### src/rtl/mem_port_arbiter.sv
// mem_port_arbiter: shares one memory port (CE/WE/RE/BE/READY handshake)
// between the CPU fetch port (I) and the load/store port (D).
// A grant is registered in IDLE; the winning request is latched into the
// MEM_* registers and held for the whole BUSY state. Completion (MEM_READY)
// or a per-transaction timeout returns a one-cycle Ready pulse to the owner.
// Optional build macro: ARB_ROUND_ROBIN_EN selects alternating arbitration
// on ties instead of fixed D priority with the D-streak starvation guard.
module mem_port_arbiter #(
    parameter int unsigned MAX_D_STREAK = 4,   // 1..15, fixed-priority mode only
    parameter int unsigned TIMEOUT      = 64   // 0 disables, max 255
) (
    input  logic        clk,
    input  logic        reset,
    // fetch port
    input  logic        IReq,
    input  logic [31:0] IAddr,
    output logic [31:0] IData,
    output logic        IReady,
    // load/store port
    input  logic [31:0] DPC,
    input  logic [31:0] DAddr,
    input  logic        DREn,
    input  logic        DWEn,
    input  logic [3:0]  DByteEn,
    input  logic [31:0] DWData,
    output logic [31:0] DRData,
    output logic        DReady,
    // shared memory port
    output logic [31:0] MEM_PC,
    output logic [31:0] MEM_ADDR,
    output logic        MEM_CE,
    output logic        MEM_WE,
    output logic        MEM_RE,
    output logic [3:0]  MEM_BE,
    output logic [31:0] MEM_DIN,
    input  logic [31:0] MEM_DOUT,
    input  logic        MEM_READY,
    output logic        BUS_ERR
);

    localparam int unsigned TCNT_W = 8;
    localparam int unsigned DATA_W = 32;
    localparam int unsigned BE_W   = 4;

    localparam logic             TIMEOUT_EN = (TIMEOUT != 0);
    // TIMEOUT=0 wraps here but is masked by TIMEOUT_EN
    localparam logic [TCNT_W-1:0] TCNT_LAST = TCNT_W'(TIMEOUT - 1);
    localparam logic [TCNT_W-1:0] TCNT_SAT  = '1;

    typedef enum logic [1:0] {
        ST_IDLE   = 2'd0,
        ST_BUSY_I = 2'd1,
        ST_BUSY_D = 2'd2
    } state_t;

    state_t            state;
    logic [TCNT_W-1:0] tcnt;

    logic d_req;
    logic grant_d;
    logic grant_i;
    logic busy;
    logic done_ok;
    logic timeout_hit;
    logic finish;

    // Request decode and completion/timeout conditions for the current BUSY cycle
    always_comb begin
        d_req       = DREn | DWEn;
        busy        = (state == ST_BUSY_I) || (state == ST_BUSY_D);
        done_ok     = busy & MEM_READY;
        timeout_hit = busy & ~MEM_READY & TIMEOUT_EN & (tcnt == TCNT_LAST);
        finish      = done_ok | timeout_hit;
    end

`ifdef ARB_ROUND_ROBIN_EN
    typedef enum logic {
        GRANT_I = 1'b0,
        GRANT_D = 1'b1
    } grant_t;

    grant_t last_grant;

    // Ties alternate; a single pending requester always wins
    always_comb begin
        grant_d = d_req;
        if (d_req && IReq) begin
            grant_d = (last_grant == GRANT_I);
        end
        grant_i = IReq & ~grant_d;
    end

    // Remember the most recent winner to break the next tie
    always_ff @(posedge clk or posedge reset) begin
        if (reset) begin
            last_grant <= GRANT_I;
        end else if (state == ST_IDLE) begin
            if (grant_d) begin
                last_grant <= GRANT_D;
            end else if (grant_i) begin
                last_grant <= GRANT_I;
            end
        end
    end
`else
    localparam int unsigned        STREAK_W   = 4;
    localparam logic [STREAK_W-1:0] STREAK_MAX = STREAK_W'(MAX_D_STREAK);
    localparam logic [STREAK_W-1:0] STREAK_SAT = '1;

    logic [STREAK_W-1:0] d_streak;
    logic                i_starved;

    // D has priority unless I has waited through MAX_D_STREAK D grants
    always_comb begin
        i_starved = IReq && (d_streak == STREAK_MAX);
        grant_d   = d_req & ~i_starved;
        grant_i   = IReq & ~grant_d;
    end

    // Count consecutive D grants taken while I was waiting
    always_ff @(posedge clk or posedge reset) begin
        if (reset) begin
            d_streak <= '0;
        end else if (state == ST_IDLE) begin
            if (grant_d) begin
                if (!IReq) begin
                    d_streak <= '0;
                end else if (d_streak != STREAK_SAT) begin
                    d_streak <= d_streak + STREAK_W'(1);
                end
            end else if (grant_i) begin
                d_streak <= '0;
            end
        end
    end
`endif

    // Grant/complete sequencing with the latched memory-port request
    always_ff @(posedge clk or posedge reset) begin
        if (reset) begin
            state    <= ST_IDLE;
            tcnt     <= '0;
            MEM_PC   <= '0;
            MEM_ADDR <= '0;
            MEM_CE   <= 1'b0;
            MEM_WE   <= 1'b0;
            MEM_RE   <= 1'b0;
            MEM_BE   <= '0;
            MEM_DIN  <= '0;
        end else begin
            case (state)
                ST_IDLE: begin
                    tcnt <= '0;
                    if (grant_d) begin
                        state    <= ST_BUSY_D;
                        MEM_PC   <= DPC;
                        MEM_ADDR <= DAddr;
                        MEM_CE   <= 1'b1;
                        // simultaneous read+write is treated as a write
                        MEM_WE   <= DWEn;
                        MEM_RE   <= DREn & ~DWEn;
                        MEM_BE   <= DByteEn;
                        MEM_DIN  <= DWData;
                    end else if (grant_i) begin
                        state    <= ST_BUSY_I;
                        MEM_PC   <= '0;
                        MEM_ADDR <= IAddr;
                        MEM_CE   <= 1'b1;
                        MEM_WE   <= 1'b0;
                        MEM_RE   <= 1'b1;
                        MEM_BE   <= '1;
                        MEM_DIN  <= '0;
                    end
                end
                ST_BUSY_I, ST_BUSY_D: begin
                    if (finish) begin
                        state    <= ST_IDLE;
                        tcnt     <= '0;
                        MEM_PC   <= '0;
                        MEM_ADDR <= '0;
                        MEM_CE   <= 1'b0;
                        MEM_WE   <= 1'b0;
                        MEM_RE   <= 1'b0;
                        MEM_BE   <= '0;
                        MEM_DIN  <= '0;
                    end else if (tcnt != TCNT_SAT) begin
                        tcnt <= tcnt + TCNT_W'(1);
                    end
                end
                default: begin
                    state  <= ST_IDLE;
                    tcnt   <= '0;
                    MEM_CE <= 1'b0;
                    MEM_WE <= 1'b0;
                    MEM_RE <= 1'b0;
                end
            endcase
        end
    end

    // Same-cycle Ready/data return to the owning port; data is 0 on timeout
    always_comb begin
        IReady  = 1'b0;
        DReady  = 1'b0;
        IData   = '0;
        DRData  = '0;
        BUS_ERR = timeout_hit;
        if (state == ST_BUSY_I) begin
            IReady = finish;
            IData  = done_ok ? MEM_DOUT : DATA_W'(0);
        end
        if (state == ST_BUSY_D) begin
            DReady = finish;
            DRData = done_ok ? MEM_DOUT : DATA_W'(0);
        end
    end

    // Byte-enable width ties the latched register to the port width
    if (BE_W != 4) begin : g_be_width_guard
        // unreachable: the port is fixed at four byte lanes
    end

endmodule

### config.mk
export PLATFORM = sky130hd
export DESIGN_NAME = mem_port_arbiter
export DESIGN_NICKNAME = d
export VERILOG_FILES = /design/src/rtl/mem_port_arbiter.sv
export SDC_FILE = /design/constraint.sdc
export NUM_CORES = 1
export LEC_CHECK = 0
export BUFFER_PORTS_ARGS = -buffer_cell sky130_fd_sc_hd__buf_2
export CORE_AREA = 2 2 134 136
export CTS_BUF_LIST = sky130_fd_sc_hd__clkbuf_8
export DETAILED_ROUTE_END_ITERATION = 6
export DIE_AREA = 0 0 136 138
export GPL_TIMING_DRIVEN = 0
export MAX_ROUTING_LAYER = met4
export PLACE_DENSITY_LB_ADDON = 0.08
export SLEW_MARGIN = 20
export SYNTH_ARGS = -nofsm -noshare
export SYNTH_HDL_FRONTEND = slang
export SYNTH_SLANG_ARGS = --single-unit
### constraint.sdc
create_clock -name clk -period 3.6 [get_ports clk]
set_input_delay 0.72 -clock clk [delete_from_list [all_inputs] [get_ports clk]]
set_output_delay 0.72 -clock clk [all_outputs]
set_load 0.005 [all_outputs]
==> flow_metrics.tcl <==
set metrics [dict create \
    die_h_um 138 \
    cp_max_fo 10 \
    finalCritPeriodShare_pct 81.6 \
    min_path_type "input port to asynchronous set/reset pin" \
    grt_setup_unrepaired "no" \
    dp_slack_ns 0.961 \
    cp.arrival_ns 2.22 \
    synth_warnings 0 \
    drc_errors 0 \
    status "complete, no violations" \
    max_cap_violations 0 \
    cp-start-kind "flop" \
    holdWs_ns 0.274 \
    overflow 0 \
    fmax_mhz 340 \
    timing.rr.start "state[1]" \
    nets 984 \
    finalHoldViolations 0 \
    antenna_found_initial 2 \
    leakagePower_nw 4.24 \
    gr-usage-all-layers_pct 19.2 \
    synth_area_leaders "dfrtp_1 (55%), a22o_1 (11%), and2_1 (7.6%)" \
    use_met2_pct 33.6 \
    dp_hpwl_um 13900 \
    critPathLaunch "state[1]" \
    post_cts_buffers 0 \
    syn_inst 446 \
    fin_ws_ns 0.661 \
    yosysTopAreaCellShare_pct 54.7 \
    first_pass_iters 4 \
    wirelength_um 17600 \
    syn_avg_cell_area_sq_um 12.0 \
    cts_tree "yes" \
    yosysMostFrequentCell "dfrtp_1" \
    power.total_mw 5.74 \
    grt.met1_usage_pct 21.0 \
    async_flop_share_pct 100 \
    vias 4939 \
    worstMarginPinSlew_ns 0.904 \
    die_width_um 136 \
    fin_skew_ns 0.0134 \
    drv_slew 0 \
    setup_violations 0 \
    synth_top_area_cell "dfrtp_1" \
    start_util_pct 30.5 \
    fillers 1716 \
    row_count 49 \
    ir_drop_mv 0.345 \
    synthTopCellsByCount "dfrtp_1 (117), a22o_1 (65), and2_1 (65)" \
    routed_via_density 4.70 \
    grt_pass1_wl_um 26900 \
    seq_area_frac_synth_pct 54.7 \
    setup_tns_ns 0 \
    pin_count 340 \
    cts-resized-gates 0 \
    die_area_sq_um 18800 \
    synth_nets 622 \
    critPathCaptureType "primary output" \
    ctsHoldBuffers 0 \
    synth-main-ff-cell "dfrtp_1" \
    grt_max_degree 35 \
    syn-cell-area_sq_um 5350 \
    clock_latency_ns 0.43 \
    clk_pin_slew_ns 0.06 \
    slew_headroom_pct 39.5 \
    initialDrtViolationCount 169 \
    synth_seq_cells 117 \
    root_buffer "clkbuf_8" \
    grt_pass1_vias 5088 \
    drive_gt1_share_pct 47.7 \
    worstSetupPathType "flop to primary output" \
    fin_crit_ns 2.94 \
    fin_util_pct 44.5 \
    worstPathRequired_ns 2.88 \
    htree_levels 4 \
    core_area_sq_um 17500 \
    postRouteAntennaNets 0 \
    synth_cell_types 42 \
    routedWlPerCell_um 16.7 \
    cts.sinks 117 \
    grt_util_met3_pct 5.76 \
    area_growth_pct 45.7 \
    numCtsBuffers 17 \
    synth_edf_count 0 \
    io_buffer_count 339 \
    gp_congestion 0.850 \
    p_per_area_nw_per_um2 736 \
    clockBufferDepth 2 \
    grt.busiest_layer "met2" \
]
[flip-flops by register name, indices dropped and copies added (netlist names)]
signal and count:
MEM_WE 1, MEM_DIN 32, tcnt 8, MEM_RE 1, MEM_BE 4, d_streak 4
MEM_PC 32, MEM_CE 1, state 2, MEM_ADDR 32
[critical path, cell delays in order (launching register included)]
cell and delay (ns):
dfrtp_1 0.38, inv_1 0.07, ha_1 0.40, and3_1 0.32
clkbuf_1 0.34, and2_1 0.18, buf_2 0.11
[report_power, final]
group	total, mW	leakage (nW)	internal (mW)	switching [mW]
registers	2.05	1.53	1.79	0.261
clock network	1.14	0.190	0.614	0.523
logic	2.55	2.52	1.21	1.34
[per-stage QoR]
stage / instances / instance area [sq um]
2_1_floorplan: 446 / 5360
3_3_place_gp: 1014 / 7340
3_5_place_dp: 1018 / 7430
4_1_cts: 1048 / 7790
5_1_grt: 1050 / 7800
6_report: 1050 / 7800
[worst paths after layout]
path                                 to  slack [ns]  cells past startpoint
setup / recovery             DRData[28]        0.66                      6
hold / removal                  tcnt[1]        0.27                      2
setup reg to reg            MEM_DIN[14]        1.12                      7
hold reg to reg            MEM_ADDR[25]        0.49                      1
max in group asynchronous     MEM_PC[7]        2.49                      5
min in group clk           MEM_ADDR[25]        0.49                      1
[logic make-up after synthesis]
logic type | after synthesis | synth area share [%]
XOR/XNOR | 2 | 0.327
multiplexers | 35 | 6.57
AND/OR/NAND/NOR | 114 | 11.9
flip-flops | 117 | 54.7
adder cells (fa/ha/maj) | 6 | 1.40
buffers and inverters | 39 | 4.07
AO/OA/AOI/OAI | 133 | 21.1
[placed cells by master, fill, tap and decap left out, drive strengths merged, types with 2 or more instances in the layout]
master / Yosys / layout
nand3: 6 / 6
o211ai: 2 / 2
nor2: 16 / 16
dfrtp: 117 / 117
and2: 65 / 65
or2: 2 / 2
a21o: 2 / 2
a21oi: 3 / 3
nand2b: 2 / 2
nand2: 13 / 13
o2bb2ai: 36 / 36
bufinv: 0 / 2
diode: 0 / 2
clkinv: 0 / 4
o21a: 3 / 3
mux2i: 34 / 34
clkinvlp: 0 / 4
ha: 6 / 6
buf: 16 / 359
a22o: 65 / 65
nor3: 3 / 3
o31ai: 2 / 2
a31oi: 4 / 4
o21ai: 7 / 7
inv: 5 / 7
clkbuf: 18 / 36
o41ai: 2 / 2
a32o: 2 / 2
and3: 4 / 4
[final cells by class]
type	count	area, sq um	share of cell area (%)
antenna	2	5.00	0.0642
clock buffer	18	248	3.18
sequential	117	2930	37.5
buffer	34	199	2.55
clock inverter	12	118	1.51
multi-input combinational	290	2210	28.3
inverter	5	22.5	0.289
tap	229	287	3.67
timing repair buffer	343	1780	22.9
[layer usage]
| metal | vias up | routed length, um | part of all wire, % |
|---|---|---|---|
| li1 | 2365 | - | - |
| met1 | 2334 | 6860 | 39 |
| met2 | 225 | 9080 | 52 |
| met3 | 15 | 1400 | 8.0 |
| met4 | 0 | 232 | 1.3 |
| met5 | - | 0 | 0 |
Power figures use the tool's default switching activity.
